===== config.mk =====
export PLATFORM = sky130hd
export DESIGN_NAME = disp_src_arbiter
export DESIGN_NICKNAME = d
export VERILOG_FILES = /design/src/rtl/disp_src_arbiter.sv
export SDC_FILE = /design/constraint.sdc
export NUM_CORES = 1
export LEC_CHECK = 0
export BUFFER_PORTS_ARGS = -buffer_cell sky130_fd_sc_hd__buf_2
export CAP_MARGIN = 25
export CELL_PAD_IN_SITES_DETAIL_PLACEMENT = 1
export CELL_PAD_IN_SITES_GLOBAL_PLACEMENT = 2
export CORE_MARGIN = 1.5
export CORE_UTILIZATION = 33
export DETAILED_ROUTE_END_ITERATION = 10
export PLACE_DENSITY = 0.87
export SLEW_MARGIN = 20
export SYNTH_ARGS = -nofsm -noshare
export SYNTH_HDL_FRONTEND = slang
export SYNTH_SLANG_ARGS = --single-unit
export TNS_END_PERCENT = 10

===== constraint.sdc =====
create_clock -name clk -period 3.4 [get_ports clk]
set_input_delay 0.17 -clock clk [delete_from_list [all_inputs] [get_ports clk]]
set_output_delay 0.17 -clock clk [all_outputs]
set_load 0.05 [all_outputs]

===== src/rtl/disp_src_arbiter.sv =====
// Four-source arbiter driving an 8-digit multiplexed hex display.
// Optional macro DISP_AUTO_ROTATE_EN compiles in dwell-timer auto-rotation.
module disp_src_arbiter #(
    parameter int SCAN_DIV     = 12500,
    parameter int DWELL_CYCLES = 100_000_000
) (
    input  logic         clk,
    input  logic         reset,
    input  logic [3:0]   src_valid,
    input  logic [127:0] src_data,
    input  logic         next_btn,
    input  logic         hold,
    output logic [7:0]   anode,
    output logic [6:0]   cathode,
    output logic         dp,
    output logic [1:0]   cur_src
);

    localparam int SW = (SCAN_DIV > 2) ? $clog2(SCAN_DIV) : 1;
    localparam logic [SW-1:0] SCAN_LAST = SW'(SCAN_DIV - 1);

    logic [3:0][31:0] data_arr;
    assign data_arr = src_data;

    logic          btn_q;
    logic [1:0]    cur_q, cur_d;
    logic [SW-1:0] scan_q, scan_d;
    logic [2:0]    digit_q, digit_d;
    logic [31:0]   snap_q, snap_d;
    logic [7:0]    anode_q, anode_d;
    logic [6:0]    cath_q, cath_d;
    logic          dp_q, dp_d;

    logic btn_evt, dwell_evt, adv, found, slot_end, frame_end;
    logic [1:0] nxt_src, cand;

    assign btn_evt   = next_btn & ~btn_q;
    assign adv       = btn_evt | dwell_evt;
    assign slot_end  = (scan_q == SCAN_LAST);
    assign frame_end = slot_end && (digit_q == 3'd7);

`ifdef DISP_AUTO_ROTATE_EN
    localparam int DW = (DWELL_CYCLES > 2) ? $clog2(DWELL_CYCLES) : 1;
    localparam logic [DW-1:0] DWELL_LAST = DW'(DWELL_CYCLES - 1);
    logic [DW-1:0] dwell_q, dwell_d;

    // Expiry is ignored while frozen so a held counter cannot fire repeatedly.
    assign dwell_evt = ~hold && (dwell_q == DWELL_LAST);

    always_comb begin
        dwell_d = dwell_q;
        if (adv)        dwell_d = '0;
        else if (!hold) dwell_d = dwell_q + 1'b1;
    end

    always_ff @(posedge clk or posedge reset) begin
        if (reset) dwell_q <= '0;
        else       dwell_q <= dwell_d;
    end
`else
    assign dwell_evt = 1'b0;
`endif

    // Walk from farthest to nearest so the nearest valid candidate wins.
    always_comb begin
        nxt_src = cur_q;
        found   = 1'b0;
        cand    = cur_q;
        for (int j = 3; j >= 1; j--) begin
            cand = cur_q + 2'(j);
            if (src_valid[cand]) begin
                nxt_src = cand;
                found   = 1'b1;
            end
        end
    end

    function automatic logic [6:0] hex_font(input logic [3:0] n);
        case (n)
            4'h0: hex_font = 7'b1000000;
            4'h1: hex_font = 7'b1111001;
            4'h2: hex_font = 7'b0100100;
            4'h3: hex_font = 7'b0110000;
            4'h4: hex_font = 7'b0011001;
            4'h5: hex_font = 7'b0010010;
            4'h6: hex_font = 7'b0000010;
            4'h7: hex_font = 7'b1111000;
            4'h8: hex_font = 7'b0000000;
            4'h9: hex_font = 7'b0010000;
            4'hA: hex_font = 7'b0001000;
            4'hB: hex_font = 7'b0000011;
            4'hC: hex_font = 7'b1000110;
            4'hD: hex_font = 7'b0100001;
            4'hE: hex_font = 7'b0000110;
            default: hex_font = 7'b0001110;
        endcase
    endfunction

    always_comb begin
        cur_d   = (adv && found) ? nxt_src : cur_q;
        scan_d  = slot_end ? '0 : scan_q + 1'b1;
        digit_d = slot_end ? digit_q + 3'd1 : digit_q;
        snap_d  = snap_q;
        // A source switch reloads immediately; otherwise only on frame wrap.
        if (adv && found)   snap_d = data_arr[nxt_src];
        else if (frame_end) snap_d = data_arr[cur_q];
        anode_d = src_valid[cur_q] ? ~(8'd1 << digit_q) : 8'hFF;
        cath_d  = hex_font(snap_q[{digit_q, 2'b00} +: 4]);
        dp_d    = ~(hold && (digit_q == 3'd7));
    end

    always_ff @(posedge clk or posedge reset) begin
        if (reset) begin
            btn_q   <= 1'b0;
            cur_q   <= 2'd0;
            scan_q  <= '0;
            digit_q <= 3'd0;
            snap_q  <= 32'd0;
            anode_q <= 8'hFF;
            cath_q  <= 7'h7F;
            dp_q    <= 1'b1;
        end else begin
            btn_q   <= next_btn;
            cur_q   <= cur_d;
            scan_q  <= scan_d;
            digit_q <= digit_d;
            snap_q  <= snap_d;
            anode_q <= anode_d;
            cath_q  <= cath_d;
            dp_q    <= dp_d;
        end
    end

    assign anode   = anode_q;
    assign cathode = cath_q;
    assign dp      = dp_q;
    assign cur_src = cur_q;

endmodule

-- Word-level counts from Yosys, hierarchy flattened
Memory sizes are Yosys's and may differ from the RTL's. A register that Yosys moved wholly into a read port is not among the register bits.
Index checks and enable logic that the tools add are counted.
Widths: inputs -> output; s select.
- memory bits (writable): 0
- input port bits: 136
- latch bits: 0
- logic and storage cells: 52
- memories kept: 1
- ROM bits: 112
- bits in registers: 61
- equality and inequality tests: 2
- $mul: 0
- divide/modulo/power cells: 0
- shifts and indexed selects: 2
- mux-type cells: 22
- bitwise logic cells: 4
- reduce and logical (&&, ||, !) cells: 4
- $lt $le $gt $ge: 5
- add/sub/neg operators: 5
- memory list (name ; depth ; width ; rd ports ; clocked after Yosys merged registers in ; write ports ; RTL line ; text):
    (name not given) ; 16 ; 7 ; 1 ; 1 ; 0 ; 79 ; case (n)
- operator list (operator ; number):
    $bmux 32 s2 ; 2
    $mux 32 ; 4
    $shiftx 32x6->4 ; 1
    $lt 2x3->1 const B ; 5
    $add 14x1->14 const B ; 1
    $eq 14x14->1 const B ; 1
    $mux 14 ; 1
    $bmux 1 s2 ; 4
    $mux 8 ; 1
    $not 8->8 ; 1
    $shl 1x3->8 const A ; 1
    $mux 1 ; 7
    $mux 2 ; 3
    $add 2x2->2 const B ; 2
    $add 3x1->3 const B ; 1
    $eq 3x3->1 const B ; 1
    $logic_and 1x1->1 ; 3
    $add 2x1->2 const B ; 1
    $not 1->1 ; 2
    $reduce_bool 2->1 ; 1
    $and 1x1->1 ; 1

-- Logic depth before layout (Yosys ltp)
- depth after elaboration: 9
- mapped depth: 9

-- Worst setup path after synthesis
Ideal clock, no wire load.
- path kind: flip-flop to flip-flop
- start point: register cur_q[0], in the netlist cur_src[0]
- end point: register snap_q[4]
- setup slack: 0.840 ns
- period minus slack after synthesis: 2.560 ns
- cell stages (with the launch flop): 6
- arrival time: 2.415 ns
- cells stage by stage: dfrtp_1 buf_2 clkbuf_1 mux4_2 a211oi_1 a211oi_2
- cells in the longest elaborated chain, start to end: 9
- elaborated cells between the ends (all ways): 23
- RTL lines (element ; RTL line ; text):
    start: declaration ; 26 ; logic [1:0] cur_q, cur_d;
    start signal: assignment ; 124 ; cur_q <= cur_d;
    $add 2x2->2 ; 70 ; cand = cur_q + 2'(j);
    $bmux 1 s2 ; 71 ; if (src_valid[cand]) begin
    $mux 1 (implied by the code) ; 71 ;
    $mux 2 (3 in a row) ; 71 ;
    $bmux 32 s2 ; 105 ; if (adv && found) snap_d = data_arr[nxt_src];
    $mux 32 (implied by the code) ; 105 ;
    $mux 32 ; 105 ;
    end signal: assignment ; 127 ; snap_q <= snap_d;
    end: declaration ; 29 ; logic [31:0] snap_q, snap_d;
Several ways; a longest one is shown, not always the timed one. The select of a mux whose other input is x is not followed.
A chain may end at the register's enable or synchronous reset.

-- Final worst setup path
- start point: register cur_q[1], in the netlist cur_src[1]
- end point: register snap_q[4]
The elaborated chain is that of the path after synthesis.

==> out/results.ini <==
[outcome]
outcome = finished clean

[cells_and_area]
antenna_cells = 0
utilization = 0.4213
syn2layout_area_growth_pct = 23.81
fillerInstances = 1814
fin_nets = 773
drive_above_1_share = 0.4587

[yosys]
ys.flop_type = dfrtp_1
muxShareOfSynthArea = 0.2353
synth_top_area_cell = dfrtp_1
syn_area_um2 = 5445
synthAdderAreaFrac = 0.02757
synth_seq_cells = 68
synthTopCellsByCount = dfrtp_1 (52), mux2i_1 (38), mux4_2 (38)
synth_edf_count = 0
yosysUniqueCellTypes = 54
synth_compound_area_frac = 0.2086
syn_avg_cell_area_um2 = 11.05
synth_nets = 641
synth_top_cell_area_share = 0.2390
synth-async-reset-ratio = 1.000
yosysWarnings = 0
synth_area_leaders = dfrtp_1 (24%), mux4_2 (16%), dfstp_2 (7.7%)
yosysMostFrequentCell = dfrtp_1
synth-xor-area-share = 0.02091
yosysSeqAreaShare = 0.3162
syn-instance-count = 493
synth-simple-area-share = 0.1443
synth_top_family_by_area = multiplexers

[die]
initial_core_util = 0.3403
io_pins = 154
die_h_um = 131.5
row_count = 46
core_um2 = 16000
die_w_um = 131.5
die-area_um2 = 17280

[global_route]
gr-usage-all-layers = 0.2139
grt_pass1_vias = 5416
antenna_found_initial = 1
grt-ovfl-total = 0
grt_max_degree = 46
grt_pass1_wl_mm = 29.40

[critical_path]
critical_path_arrival_ns = 3.04
required_ns = 3.60
r2r_setup_slack_ns = 0.55
r2r-start = cur_src[1]$_DFFE_PP0P_
critPathSlowestCell = dfrtp_2
cp_cell_sequence = mux2i_1 -> o22a_1 -> nand2_2 -> buf_4 -> a2111oi_0 -> a211oi_2
critical_path_class = flop to flop
max_stage_delay_ns = 0.67
cp_max_fo = 36
end_kind = flop
worst_setup_path_start_kind = flop
r2r-end = snap_q[4]$_DFFE_PP0P_
reg2regPathDepth = 6

[clock_tree]
cts_buffers = 9
tritoncts = built
clk_pin_slew_worst_paths_ns = 0.06
root_buffer = clkbuf_16
cts_buffer_depth = 2
post_cts_resized = 0
worstSkewPairLatency_ns = 0.34
cts.sinks = 68
htree_num_levels = 3

[timing]
tns_ns = 0
worst_pin_slew_ns = 0.9316
hold_violations = 0
slew_viol_final = 0
setup_violations = 0
max_clock_freq_mhz = 351.3
period_share = 0.8372
slew_headroom = 0.3780
fin_crit_ns = 2.847
rsz0062_at_grt = false
skew_ns = 0.01028

[route]
top_layer_used = met4
viasPerCell = 5.878
wl_met2_mm = 9.003
wl_met1_mm = 7.559
met3_wirelength_um = 765
wl_mm = 17.87
ant_nets = 0
drt_iter0_drc = 290
dr.pass1.iters = 4
drc = 0
routedWlPerCell_um = 21.13
vias = 4973

[power]
p_sw_frac = 0.4021
p_int_mw = 2.685
ir_drop_v = 0.0003722
pwr-share-comb = 0.488
total_leakage_power_nw = 2.794
p_seq_frac = 0.286
switchingPower_mw = 1.806
p_per_area_nw_per_um2 = 666.1
pwr-share-clk = 0.226

[place]
place.gp.congestion = 0.7920
hpwl_mm = 13.01
portBuffers = 153

[hold_path]
hold_path.class = primary input to asynchronous set/reset pin

[job]
max-cap-violations = 0

## layout make-up
type,count,area (µm²),share of cell area
Clock buffer,13,314.1,0.04658
Clock inverter,3,20.02,0.002970
Inverter,10,37.54,0.005568
Multi-Input combinational cell,369,3500,0.5191
Sequential cell,68,1724,0.2558
Tap cell,216,270.3,0.04009
Timing Repair Buffer,167,875.8,0.1299
## registers in the layout, summed over array words and instances (netlist names)
register	flops
btn_q	1
cathode	7
cur_src	2
scan_q	14
digit_q	3
anode	8
snap_q	32
dp	1
## logic make-up (layout without fill, tap and decap cells)
group	Yosys count	after routing
adders and majority gates	12	12
and+or+nand+nor	142	142
AOI/OAI and AO/OA	122	122
muxes	80	80
xor gates and xnor gates	13	13
buffers and inverters	56	193
DFF	68	68
## cell usage in the layout, fill, tap and decap left out, types with 3 or more instances in the layout
master and n:
mux2i_1 38, mux2_2 4, ha_1 12, nand2_1 25
dfrtp_1 50, nand3_1 19, dfstp_2 16, nand2b_1 5
and2_1 4, clkbuf_16 12, a2111oi_0 32, xor2_1 7
nor2b_1 24, buf_4 12, inv_1 8, a211oi_2 19
a211oi_1 23, mux4_2 38, xnor2_1 6, nor3_1 4
nor2_1 15, a21oi_2 10, a221oi_2 10, a21oi_1 6
o21ai_0 3, buf_2 153, and3_1 34
## per-stage QoR
stage,hold WS [ns],std cells,setup slack [ns],cell area (µm²),power [mW]
3_5_place_dp,0.3004,828,0.5699,6387,3.472
3_3_place_gp,0.2995,828,0.6402,6382,3.397
4_1_cts,0.07278,846,0.5845,6741,4.514
6_report,0.03888,846,0.5534,6741,4.491
2_1_floorplan,0.2014,493,0.8404,5445,2.887
5_1_grt,0.09671,846,0.3443,6741,4.744
## worst max path at each step
stage,end,from
2_1_floorplan,snap_q[4]$_DFFE_PP0P_,cur_src[0]$_DFFE_PP0P_
3_3_place_gp,snap_q[0]$_DFFE_PP0P_,cur_src[1]$_DFFE_PP0P_
3_5_place_dp,snap_q[4]$_DFFE_PP0P_,cur_src[1]$_DFFE_PP0P_
4_1_cts,snap_q[4]$_DFFE_PP0P_,cur_src[1]$_DFFE_PP0P_
5_1_grt,snap_q[4]$_DFFE_PP0P_,cur_src[1]$_DFFE_PP0P_
6_report,snap_q[4]$_DFFE_PP0P_,cur_src[1]$_DFFE_PP0P_
## routing by layer
metal | vias up | GRT usage
met5 | - | 0
met3 | 41 | 0.03781
met4 | 0 | 0.07840
met2 | 164 | 0.3655
li1 | 2221 | -
met1 | 2547 | 0.2705
## critical path, delay by kind of cell, from the launching register on
family	cells	cell delay, ns
compound gates	3	1.29
flops	1	0.67
mux	1	0.31
buf+inv	1	0.30
simple gates	1	0.11
## timing repair
action / CTS / global route
hold endpoints to repair: 2 / 0
hold buffers: 2 / 0
setup buffers: 0 / 0
## power by group through the flow
| stage | combinational (mW) | clock, mW | sequential (mW) |
|---|---|---|---|
| final | 2.19 | 1.02 | 1.28 |
| after global routing | 2.37 | 1.06 | 1.31 |
| after CTS | 2.19 | 1.03 | 1.29 |
| after detailed placement | 2.18 | 0 | 1.29 |
| after global placement | 2.11 | 0 | 1.29 |
| after floorplan | 1.55 | 0 | 1.33 |
(Power assumes the default switching activity.)
